**src/rtl/sram_dump.sv**
```systemverilog
// SRAM readback engine: streams a header, a byte range and an optional checksum out of an 8N1 UART.
// Optional feature: define SRAM_DUMP_CHECKSUM_EN to append a two's-complement checksum byte.
module sram_dump #(
    parameter int unsigned CLKS_PER_BIT = 35,
    parameter int unsigned RD_LAT       = 1
) (
    input  logic        clock4,
    input  logic        reset,
    input  logic        start,
    input  logic [18:0] base,
    input  logic [18:0] count,
    output logic        busy,
    output logic        done,
    output logic [18:0] ram_address,
    output logic        ram_load,
    input  logic [7:0]  ram_data,
    output logic        UART_TX
);

    localparam int unsigned CNT_W = (CLKS_PER_BIT > 1) ? $clog2(CLKS_PER_BIT) : 1;
    localparam int unsigned RD_W  = $clog2(RD_LAT + 1);

    typedef enum logic [2:0] {
        ST_IDLE,
        ST_HDR,
        ST_READ,
        ST_SEND
`ifdef SRAM_DUMP_CHECKSUM_EN
        , ST_CSUM
`endif
    } state_t;

    state_t             state_q, state_d;
    logic [63:0]        hdr_sr_q, hdr_sr_d;
    logic [3:0]         hdr_idx_q, hdr_idx_d;
    logic [18:0]        addr_q, addr_d;
    logic [18:0]        remaining_q, remaining_d;
    logic [RD_W-1:0]    rd_cnt_q, rd_cnt_d;
    logic [8:0]         sh_q, sh_d;
    logic [3:0]         bit_cnt_q, bit_cnt_d;
    logic [CNT_W-1:0]   clk_cnt_q, clk_cnt_d;
    logic               tx_act_q, tx_act_d;
    logic               busy_d, done_d, ram_load_d, uart_tx_d;
    logic [18:0]        ram_address_d;
`ifdef SRAM_DUMP_CHECKSUM_EN
    logic [7:0]         csum_q, csum_d;
`endif

    logic               tx_last;
    logic               tx_load;
    logic [7:0]         tx_byte;
    logic               finish;

    // Sequencer and serialiser next-state logic
    always_comb begin
        state_d       = state_q;
        hdr_sr_d      = hdr_sr_q;
        hdr_idx_d     = hdr_idx_q;
        addr_d        = addr_q;
        remaining_d   = remaining_q;
        rd_cnt_d      = rd_cnt_q;
        sh_d          = sh_q;
        bit_cnt_d     = bit_cnt_q;
        clk_cnt_d     = clk_cnt_q;
        tx_act_d      = tx_act_q;
        busy_d        = busy;
        done_d        = 1'b0;
        ram_load_d    = ram_load;
        ram_address_d = ram_address;
        uart_tx_d     = UART_TX;
`ifdef SRAM_DUMP_CHECKSUM_EN
        csum_d        = csum_q;
`endif
        tx_load       = 1'b0;
        tx_byte       = 8'h00;
        finish        = 1'b0;
        tx_last       = tx_act_q && (clk_cnt_q == CNT_W'(CLKS_PER_BIT - 1)) && (bit_cnt_q == 4'd9);

        case (state_q)
            ST_IDLE: begin
                if (start) begin
                    state_d     = ST_HDR;
                    hdr_sr_d    = {13'h0000, base, 13'h0000, count};
                    hdr_idx_d   = 4'd0;
                    addr_d      = base;
                    remaining_d = count;
`ifdef SRAM_DUMP_CHECKSUM_EN
                    csum_d      = 8'h00;
`endif
                end
            end
            ST_HDR: begin
                if (hdr_idx_q != 4'd8) begin
                    if (!tx_act_q || tx_last) begin
                        tx_load   = 1'b1;
                        tx_byte   = hdr_sr_q[63:56];
                        hdr_sr_d  = {hdr_sr_q[55:0], 8'h00};
                        hdr_idx_d = hdr_idx_q + 4'd1;
                    end
                end else if (tx_last) begin
                    if (remaining_q == 19'd0) begin
                        finish = 1'b1;
                    end else begin
                        state_d       = ST_READ;
                        ram_load_d    = 1'b1;
                        ram_address_d = addr_q;
                        rd_cnt_d      = RD_W'(0);
                    end
                end
            end
            ST_READ: begin
                if (rd_cnt_q == RD_W'(RD_LAT - 1)) begin
                    ram_load_d  = 1'b0;
                    tx_load     = 1'b1;
                    tx_byte     = ram_data;
                    addr_d      = addr_q + 19'd1;
                    remaining_d = remaining_q - 19'd1;
`ifdef SRAM_DUMP_CHECKSUM_EN
                    csum_d      = csum_q + ram_data;
`endif
                    state_d     = ST_SEND;
                end else begin
                    rd_cnt_d = rd_cnt_q + RD_W'(1);
                end
            end
            ST_SEND: begin
                if (tx_last) begin
                    if (remaining_q != 19'd0) begin
                        state_d       = ST_READ;
                        ram_load_d    = 1'b1;
                        ram_address_d = addr_q;
                        rd_cnt_d      = RD_W'(0);
                    end else begin
                        finish = 1'b1;
                    end
                end
            end
`ifdef SRAM_DUMP_CHECKSUM_EN
            ST_CSUM: begin
                if (tx_last) begin
                    state_d = ST_IDLE;
                    busy_d  = 1'b0;
                    done_d  = 1'b1;
                end
            end
`endif
            default: state_d = ST_IDLE;
        endcase

        if (finish) begin
`ifdef SRAM_DUMP_CHECKSUM_EN
            state_d = ST_CSUM;
            tx_load = 1'b1;
            tx_byte = 8'h00 - csum_q;
`else
            state_d = ST_IDLE;
            busy_d  = 1'b0;
            done_d  = 1'b1;
`endif
        end

        // A load replaces the final stop-bit cycle so bytes run back to back
        if (tx_load) begin
            uart_tx_d = 1'b0;
            sh_d      = {1'b1, tx_byte};
            bit_cnt_d = 4'd0;
            clk_cnt_d = CNT_W'(0);
            tx_act_d  = 1'b1;
            busy_d    = 1'b1;
        end else if (tx_act_q) begin
            if (clk_cnt_q == CNT_W'(CLKS_PER_BIT - 1)) begin
                clk_cnt_d = CNT_W'(0);
                if (bit_cnt_q == 4'd9) begin
                    tx_act_d = 1'b0;
                end else begin
                    uart_tx_d = sh_q[0];
                    sh_d      = {1'b1, sh_q[8:1]};
                    bit_cnt_d = bit_cnt_q + 4'd1;
                end
            end else begin
                clk_cnt_d = clk_cnt_q + CNT_W'(1);
            end
        end
    end

    always_ff @(posedge clock4 or posedge reset) begin
        if (reset) begin
            state_q     <= ST_IDLE;
            hdr_sr_q    <= 64'h0;
            hdr_idx_q   <= 4'd0;
            addr_q      <= 19'd0;
            remaining_q <= 19'd0;
            rd_cnt_q    <= RD_W'(0);
            sh_q        <= 9'h1FF;
            bit_cnt_q   <= 4'd0;
            clk_cnt_q   <= CNT_W'(0);
            tx_act_q    <= 1'b0;
            busy        <= 1'b0;
            done        <= 1'b0;
            ram_load    <= 1'b0;
            ram_address <= 19'd0;
            UART_TX     <= 1'b1;
`ifdef SRAM_DUMP_CHECKSUM_EN
            csum_q      <= 8'h00;
`endif
        end else begin
            state_q     <= state_d;
            hdr_sr_q    <= hdr_sr_d;
            hdr_idx_q   <= hdr_idx_d;
            addr_q      <= addr_d;
            remaining_q <= remaining_d;
            rd_cnt_q    <= rd_cnt_d;
            sh_q        <= sh_d;
            bit_cnt_q   <= bit_cnt_d;
            clk_cnt_q   <= clk_cnt_d;
            tx_act_q    <= tx_act_d;
            busy        <= busy_d;
            done        <= done_d;
            ram_load    <= ram_load_d;
            ram_address <= ram_address_d;
            UART_TX     <= uart_tx_d;
`ifdef SRAM_DUMP_CHECKSUM_EN
            csum_q      <= csum_d;
`endif
        end
    end

endmodule

```
**config.mk**
```make
export PLATFORM = sky130hd
export DESIGN_NAME = sram_dump
export DESIGN_NICKNAME = d
export VERILOG_FILES = /design/src/rtl/sram_dump.sv
export SDC_FILE = /design/constraint.sdc
export NUM_CORES = 1
export LEC_CHECK = 0
export ABC_AREA = 1
export CAP_MARGIN = 30
export CORE_MARGIN = 2
export CORE_UTILIZATION = 35
export DETAILED_ROUTE_END_ITERATION = 7
export PLACE_DENSITY = 0.53
export SKIP_CTS_REPAIR_TIMING = 1
export SLEW_MARGIN = 10
export SYNTH_ARGS = -nofsm -noshare
export SYNTH_HDL_FRONTEND = slang
export SYNTH_SLANG_ARGS = --single-unit
```
**constraint.sdc**
```tcl
create_clock -name clock4 -period 6 [get_ports clock4]
set_input_delay 1.2 -clock clock4 [delete_from_list [all_inputs] [get_ports clock4]]
set_output_delay 1.2 -clock clock4 [all_outputs]
set_load 0.05 [all_outputs]
```
==> results.cfg, run 1 <==
[outcome]
status = finished, final reports clean

[floorplanning]
die_w_um = 154
start_util_pct = 35.9
placementRows = 54
coreArea_um2 = 22000
ios = 72
die_h_um = 154
die_area_um2 = 23700

[grt]
grt_pass1_vias = 6462
grt_pass1_wl_um = 33800
grt_max_degree = 81
grt_overflow_total = 0
grt_antenna_before_repair = 0
grt_use_total_pct = 18.0

[synthesis]
synthArstFlopShare_pct = 100
synth_most_common_cell = nand2_1
synthFlopType = dfrtp_1
synthesis.area_um2 = 7880
yosys_warnings = 0
synth.avg_cell_area_um2 = 7.47
synth_area_leaders = dfrtp_1, nand2_1, nor2_1
syn-num-nets = 1117
synth_top_area_share_pct = 44.8
ys_seq_area_share_pct = 47.8
ys_types = 38
syn_inst = 1055
ys_ff_latch = 150
synth_enable_flop_cells = 0
yosys-top-cells-count = nand2_1, dfrtp_1, nor2_1, inv_1, o21ai_0
yosysTopAreaCell = dfrtp_1

[critical_path]
crit_path_start_kind = flop
cp.arrival_ns = 3.69
worstPathMaxFanout = 69
rr_worst_depth = 11
end_kind = flop
required_ns = 6.30
endpoint = hdr_idx_q[2]
timing.rr.end = hdr_idx_q[2]
crit_type = reg -> reg
r2r_setup_slack_ns = 2.61

[cts]
h-tree-depth = 4
cts.root.buffer_cell = clkbuf_16
cts_buffers = 17
clk_latency_ns = 0.43
clk_pin_slew_worst_paths_ns = 0.06
cts_tree = yes
numClockSinks = 150
clk_path_buf_depth = 2

[finish]
areaGrowthSynthToFinish_pct = 18.4
register_area_um2 = 3760
antenna-diode-count = 0
final_cells = 1394
num-nets-final = 1165
drive_above_1_share_pct = 5.92
finish.utilization_pct = 42.5
fill_cells = 2263
multi_input_area_um2 = 3480

[timing]
relSlewSlack_pct = 43.6
finalMaxSlewViolations = 0
rsz0062_at_grt = no
setup_viol = 0
worstMarginPinSlew_ns = 0.843
fmaxAchievable_ghz = 0.295
min_period_ns = 3.39
holdWs_ns = 0.469
fin_tns_setup_ns = 0
final-hold-violation-count = 0
fin_crit_sh_pct = 56.5
skew_ns = 0.00926

[placement]
place.gp.congestion = 0.860
dpl.hpwl_um = 14700
placed_cells = 1364
port_buffers = 71

[detailed_routing]
first_iter_violations = 449
num_vias = 6766
ant_nets = 0
drtPass1Iterations = 5
drc = 0
wl_per_cell_um = 14.9
vias_per_cell = 4.85
finalWirelength_um = 20700

[run]
maxCapViolations = 0

[min_path]
min_path_type = reg -> reg

[power]
ir_drop_mv = 0.103
powerDensity_nw_per_um2 = 237
leakagePower_uw = 0.00454
total_power_uw = 2210
## registers in the layout (all words and copies together) (netlist names), named ones only
name         count
UART_TX          1
remaining_q     19
addr_q          19
done             1
ram_load         1
clk_cnt_q        6
hdr_sr_q        64
hdr_idx_q        4
tx_act_q         1
bit_cnt_q        4
ram_address     19
state_q          1
busy             1
sh_q             8
## power breakdown
part / total (uW) / switching (uW) / internal [uW]
clock: 1080 / 419 / 657
sequential: 1040 / 7.57 / 1030
combinational: 99.5 / 56.3 / 43.2
## final cells by class
class	instances	share of cell area [%]
flip-flops and latches	150	40.4
multi-input cells	757	37.3
repair buffers	78	8.32
clock buffers	20	4.79
inverters	99	4.04
well taps	280	3.76
clock inverters	10	1.41
## through the flow
step / setup slack, ns / area [um2]
finish: 2.61 / 9330
global route: 2.26 / 9330
CTS: 2.55 / 9330
detailed placement: 2.54 / 8750
global placement: 2.59 / 8750
floorplan: 0.779 / 7880
## routing by layer
layer	up-vias	part of all wire [%]	global-route usage [%]
met2	161	44	27.7
met3	12	4.5	3.95
met4	0	0.86	4.09
li1	3463	-	-
met1	3130	50	26.0
met5	-	0	0
## critical path, cell delays in order (launching register included)
cell     delay (ns)
dfrtp_1        0.40
inv_1          0.13
ha_2           0.18
buf_4          0.46
inv_2          0.19
nor2_2         0.46
nand2_4        0.10
nor2_4         0.60
nor2_4         0.27
buf_12         0.29
nand2_1        0.08
o21ai_1        0.06
## cells in the final DEF, fill, tap and decap left out, types with 2 or more instances in the layout
cell type	count
nand4_1	7
nor3_1	10
nand2_4	2
nand3_1	58
bufinv_16	3
a22oi_1	3
nor2_1	107
ha_2	2
buf_4	6
clkbuf_16	17
o21ai_0	65
o211ai_1	5
o22ai_1	7
a21oi_1	61
clkbuf_1	2
mux2i_1	4
nor2_4	3
or2_2	2
nand2_1	342
xor2_1	8
clkdlybuf4s50_1	71
o21ai_1	49
inv_1	88
inv_2	9
dfstp_2	9
dfrtp_1	141
clkinv_2	5
ha_1	11
## how the worst min path moves through the flow
stage                       startpoint      endpoint  slack (ns)  depth (start not counted)
after floorplan           hdr_sr_q[28]  hdr_sr_q[28]        0.44                          2
after global placement    hdr_sr_q[30]  hdr_sr_q[30]        0.46                          2
after detailed placement  hdr_sr_q[53]  hdr_sr_q[53]        0.46                          2
after CTS                 hdr_sr_q[55]  hdr_sr_q[63]        0.47                          2
after global routing           UART_TX       UART_TX        0.49                          2
final                     hdr_sr_q[46]  hdr_sr_q[54]        0.47                          2
## cell families (layout without fill, tap and decap cells)
family	count (synthesis)	after routing	share of synthesized area [%]
multiplexers	4	4	0.508
buffers and inverters	148	207	8.11
AND/OR/NAND/NOR	540	540	28.0
flip-flops	150	150	47.8
AO/OA/AOI/OAI	191	191	12.5
XOR/XNOR	9	9	1.00
adder cells (fa/ha/maj)	13	13	2.06
No activity file was read; power rests on OpenSTA's default activity.
==> inputs of run 2 (changes only) <==
clock period = 3.4 ns   (was 6 ns; I/O delays follow)
==> run 2 against run 1 <==
Net effect:
- wire length is 0.63% higher
- worst hold slack gained 0.0014 ns
- sequential share of layout area down 0.28 points
- fmax grew 36%
- flip-flop and latch count stayed put
- clock power up 81%
- non-clock buffer count increased by 6
- critical path type unchanged
- largest cell class unchanged
==> results.cfg, run 2 (synthesis gave the netlist of run 1 again) <==
[min_path]
min_path_type = reg -> reg
hold_path.startpoint = hdr_sr_q[16]

[finish]
final_cell_mix = nand2_1, dfrtp_1, nor2_1
top_register = hdr_sr_q
largest_reg_flops = 64
areaGrowthSynthToFinish_pct = 19.2
final_common_cell = nand2_1
antenna-diode-count = 0
num-nets-final = 1171
final_cells = 1402
multi_input_area_um2 = 3480
register_area_um2 = 3760
finish.utilization_pct = 42.8
drive_above_1_share_pct = 6.77
fill_cells = 2249

[detailed_routing]
drc = 0
wl_per_cell_um = 14.9
vias_per_cell = 4.89
ant_nets = 0
drtPass1Iterations = 6
num_vias = 6858
finalWirelength_um = 20900
first_iter_violations = 495

[grt]
grt_overflow_total = 0
grt_use_total_pct = 18.3
grt_antenna_before_repair = 0
grt_pass1_wl_um = 34600
grt_max_degree = 65
grt_pass1_vias = 6763

[critical_path]
required_ns = 3.77
end_kind = flop
crit_path_start_kind = flop
r2r_setup_slack_ns = 0.91
crit_family = simple AND/OR/NAND/NOR gates
cp.arrival_ns = 2.87
crit_type = reg -> reg
critPathBufInv = 3
path_cells = inv_1 -> ha_2 -> inv_2 -> nor2_2 -> nand2_4 -> nand2_1 -> nand2_1 -> inv_2 -> nor2_1 -> nor2_1
critPathMaxStageDelay_ns = 0.44
worstPathMaxFanout = 22
cpMaxStageDelayCell = nor2_2

[floorplanning]
die_area_um2 = 23700
die_w_um = 154
coreArea_um2 = 22000
placementRows = 54
ios = 72
die_h_um = 154
start_util_pct = 35.9

[timing]
final-hold-violation-count = 0
rsz0062_at_grt = no
setup_viol = 0
holdWs_ns = 0.470
finalMaxSlewViolations = 0
skew_ns = 0.0110
fin_tns_setup_ns = 0
worstMarginPinSlew_ns = 0.737
relSlewSlack_pct = 50.7
fin_crit_sh_pct = 73.3
fmaxAchievable_ghz = 0.401
min_period_ns = 2.49

[power]
ir_drop_mv = 0.308
clkPwrFrac_pct = 49.3
netSwitchingPower_uw = 1000
seqPwrFrac_pct = 46.2
switching_share_pct = 25.4
internal-power_uw = 2950
powerDensity_nw_per_um2 = 420
leakagePower_uw = 0.00457
combinationalPowerShare_pct = 4.5

[cts]
cts_buffers = 17
clk_pin_slew_worst_paths_ns = 0.08
cts.root.buffer_cell = clkbuf_16
clk_latency_ns = 0.44
h-tree-depth = 4
numClockSinks = 150
clk_path_buf_depth = 2
cts_tree = yes

[placement]
dpl.hpwl_um = 14600
place.gp.congestion = 0.857
placed_cells = 1370
port_buffers = 71

[outcome]
status = finished, final reports clean

[run]
maxCapViolations = 0
## run 2: changes by cell type in the layout (fill, tap and decap cells not counted), moves of 2 or more
| cell | change |
|---|---|
| clkinv_2 | -5 |
| inv_6 | +4 |
| buf_4 | +6 |
| bufinv_16 | -2 |
| inv_8 | +6 |
| clkbuf_1 | -2 |
## run 2: final timing paths
path                                        to  cells after the start
worst max-delay path                   sh_q[3]                     10
worst min-delay path              hdr_sr_q[24]                      2
worst max register to register         sh_q[3]                     10
worst min register to register    hdr_sr_q[24]                      2
max in group asynchronous         hdr_sr_q[20]                      3
min in group asynchronous       ram_address[3]                      2
## run 2: metal layers
metal	track usage, %	vias to the layer above	wire length (um)
met1	25.2	3186	10200
met3	4.28	30	1050
met2	28.7	171	9200
met4	5.52	0	432
met5	0	-	0
li1	-	3471	-
## run 2: area by class of cell
type	count	area share (%)
repair buffers	84	8.74
clock inverters	15	1.85
multi-input cells	757	37.1
inverters	99	4.00
well taps	280	3.73
flip-flops and latches	150	40.1
clock buffers	17	4.53
## run 2: power groups by stage
stage          Sequential (uW)  Combinational [uW]  Clock [uW]
5_1_grt                   1830                 201        2060
3_5_place_dp              1860                 182           0
4_1_cts                   1820                 183        1990
6_report                  1830                 177        1950
3_3_place_gp              1860                 182           0
2_1_floorplan             1860                75.9           0
## run 2: through the flow
stage,total power [uW],worst slack (ns),cell area [um2]
finish,3950,0.906,9390
global route,4090,0.625,9390
CTS,4000,0.897,9390
detailed placement,2040,0.862,8790
global placement,2040,0.877,8790
floorplan,1930,0.838,7890
## run 2: worst min-delay path: stages, from the launching register on
cell     delay, ns
dfrtp_1       0.34
nand2_1       0.05
nand2_1       0.05
==> inputs of run 3 (changes only) <==
PLACE_DENSITY = 0.55   (was 0.53)
clock period = 2.23 ns   (was 3.4 ns; I/O delays follow)
==> run 3 against run 2 <==
Net effect:
- clock power increased by 57%
- global-route usage decreased by 0.59 points
- highest routed layer unchanged
- worst hold slack got worse by 0.15 ns
- largest cell class unchanged
- sequential power increased by 52%
- via count decreased by 0.86%
- sequential share of layout area decreased by 1.1 points
- wire length decreased by 2.6%
==> results.cfg, run 3 (synthesis gave the netlist of run 1 again) <==
[outcome]
status = finished, final reports clean

[floorplanning]
placementRows = 54
die_area_um2 = 23700
die_h_um = 154
start_util_pct = 35.9
die_w_um = 154
ios = 72
coreArea_um2 = 22000

[power]
leakagePower_uw = 0.00471
ir_drop_mv = 0.442
powerDensity_nw_per_um2 = 635
total_power_uw = 6130

[timing]
setup_viol = 0
worstMarginPinSlew_ns = 0.525
fmaxAchievable_ghz = 0.491
rsz0062_at_grt = no
holdWs_ns = 0.316
min_period_ns = 2.04
finalMaxSlewViolations = 0
relSlewSlack_pct = 64.7
final-hold-violation-count = 0
skew_ns = 0.0106
fin_crit_sh_pct = 91.4

[finish]
drive_above_1_share_pct = 8.33
final_cells = 1421
final_cell_mix = nand2_1, dfrtp_1, nor2_1
final_common_cell = nand2_1
fill_cells = 2213
stdcell_area_um2 = 9650
top_register = hdr_sr_q
areaGrowthSynthToFinish_pct = 22.4
largest_reg_flops = 64
antenna-diode-count = 0
finish.utilization_pct = 43.9
num-nets-final = 1190

[grt]
grt_overflow_total = 0
grt_use_total_pct = 17.7
grt_max_degree = 71
grt_antenna_before_repair = 0
grt_pass1_vias = 6520
grt_pass1_wl_um = 33500

[cts]
clk_latency_ns = 0.43
cts_tree = yes
clk_path_buf_depth = 2
clk_pin_slew_worst_paths_ns = 0.06
cts_buffers = 17
numClockSinks = 150
cts.root.buffer_cell = clkbuf_16
h-tree-depth = 4

[placement]
dpl.hpwl_um = 14600
placed_cells = 1389
place.gp.congestion = 0.889
placed_cell_area_um2 = 9010
port_buffers = 71

[critical_path]
critPathMaxStageDelay_ns = 0.81
crit_type = reg -> out
worstPathMaxFanout = 2
required_ns = 1.78
end_kind = output pin
cpMaxStageDelayCell = clkdlybuf4s50_1
cp.arrival_ns = 1.59
crit_path_start_kind = flop
path_cells = clkdlybuf4s50_1
critPathBufInv = 1
crit_family = buffers and inverters

[detailed_routing]
finalWirelength_um = 20300
wl_per_cell_um = 14.3
drc = 0
ant_nets = 0
num_vias = 6799
first_iter_violations = 425
vias_per_cell = 4.78
drtPass1Iterations = 7

[min_path]
min_path_type = in -> async

[run]
maxCapViolations = 0
[run 3: cell count changes in the layout (fill, tap and decap cells not counted), sizes merged]
cell / delta
buf: +19
inv: -10
bufinv: +3
clkbuf: +3
clkinv: +3
clkdlybuf4s50: -1
clkinvlp: +1
dlymetal6s2s: +1
[run 3: metrics by stage]
stage	worst slack [ns]	setup TNS [ns]
floorplan	-0.0976	-13.76
global placement	0.208	0
detailed placement	0.239	0
CTS	0.0155	0
finish	0.192	0
global route	0.0128	0
[run 3: layout make-up]
cell class | count | area, um2 | share of cell area (%)
Clock inverter | 12 | 176 | 1.83
Clock buffer | 20 | 447 | 4.63
Inverter | 99 | 375 | 3.89
Timing Repair Buffer | 103 | 1040 | 10.8
Tap cell | 280 | 350 | 3.63
Sequential cell | 150 | 3760 | 39.0
Multi-Input combinational cell | 757 | 3490 | 36.2
[run 3: layer usage]
layer  vias up  GRT usage [%]  part of all wire [%]
li1       3520              -                     -
met1      3123           24.1                    49
met2       141           28.2                    45
met3        15           4.59                   4.9
met4         0           4.49                   1.0
met5         -              0                     0
[run 3: final timing paths]
kind	start	end	slack, ns	cells past startpoint
hold reg to reg	hdr_sr_q[5]	hdr_sr_q[5]	0.47	2
hold / removal	reset	ram_address[2]	0.32	2
min in group clock4	hdr_sr_q[5]	hdr_sr_q[5]	0.47	2
setup reg to reg	bit_cnt_q[1]	hdr_sr_q[42]	0.23	12
setup / recovery	ram_address[0]	ram_address[0]	0.19	1
max in group asynchronous	reset	sh_q[2]	1.26	3
[run 3: report_power, final]
part	switching, uW	internal [uW]
Sequential	21.3	2770
Clock	1160	1900
Combinational	149	122
Total	1330	4790
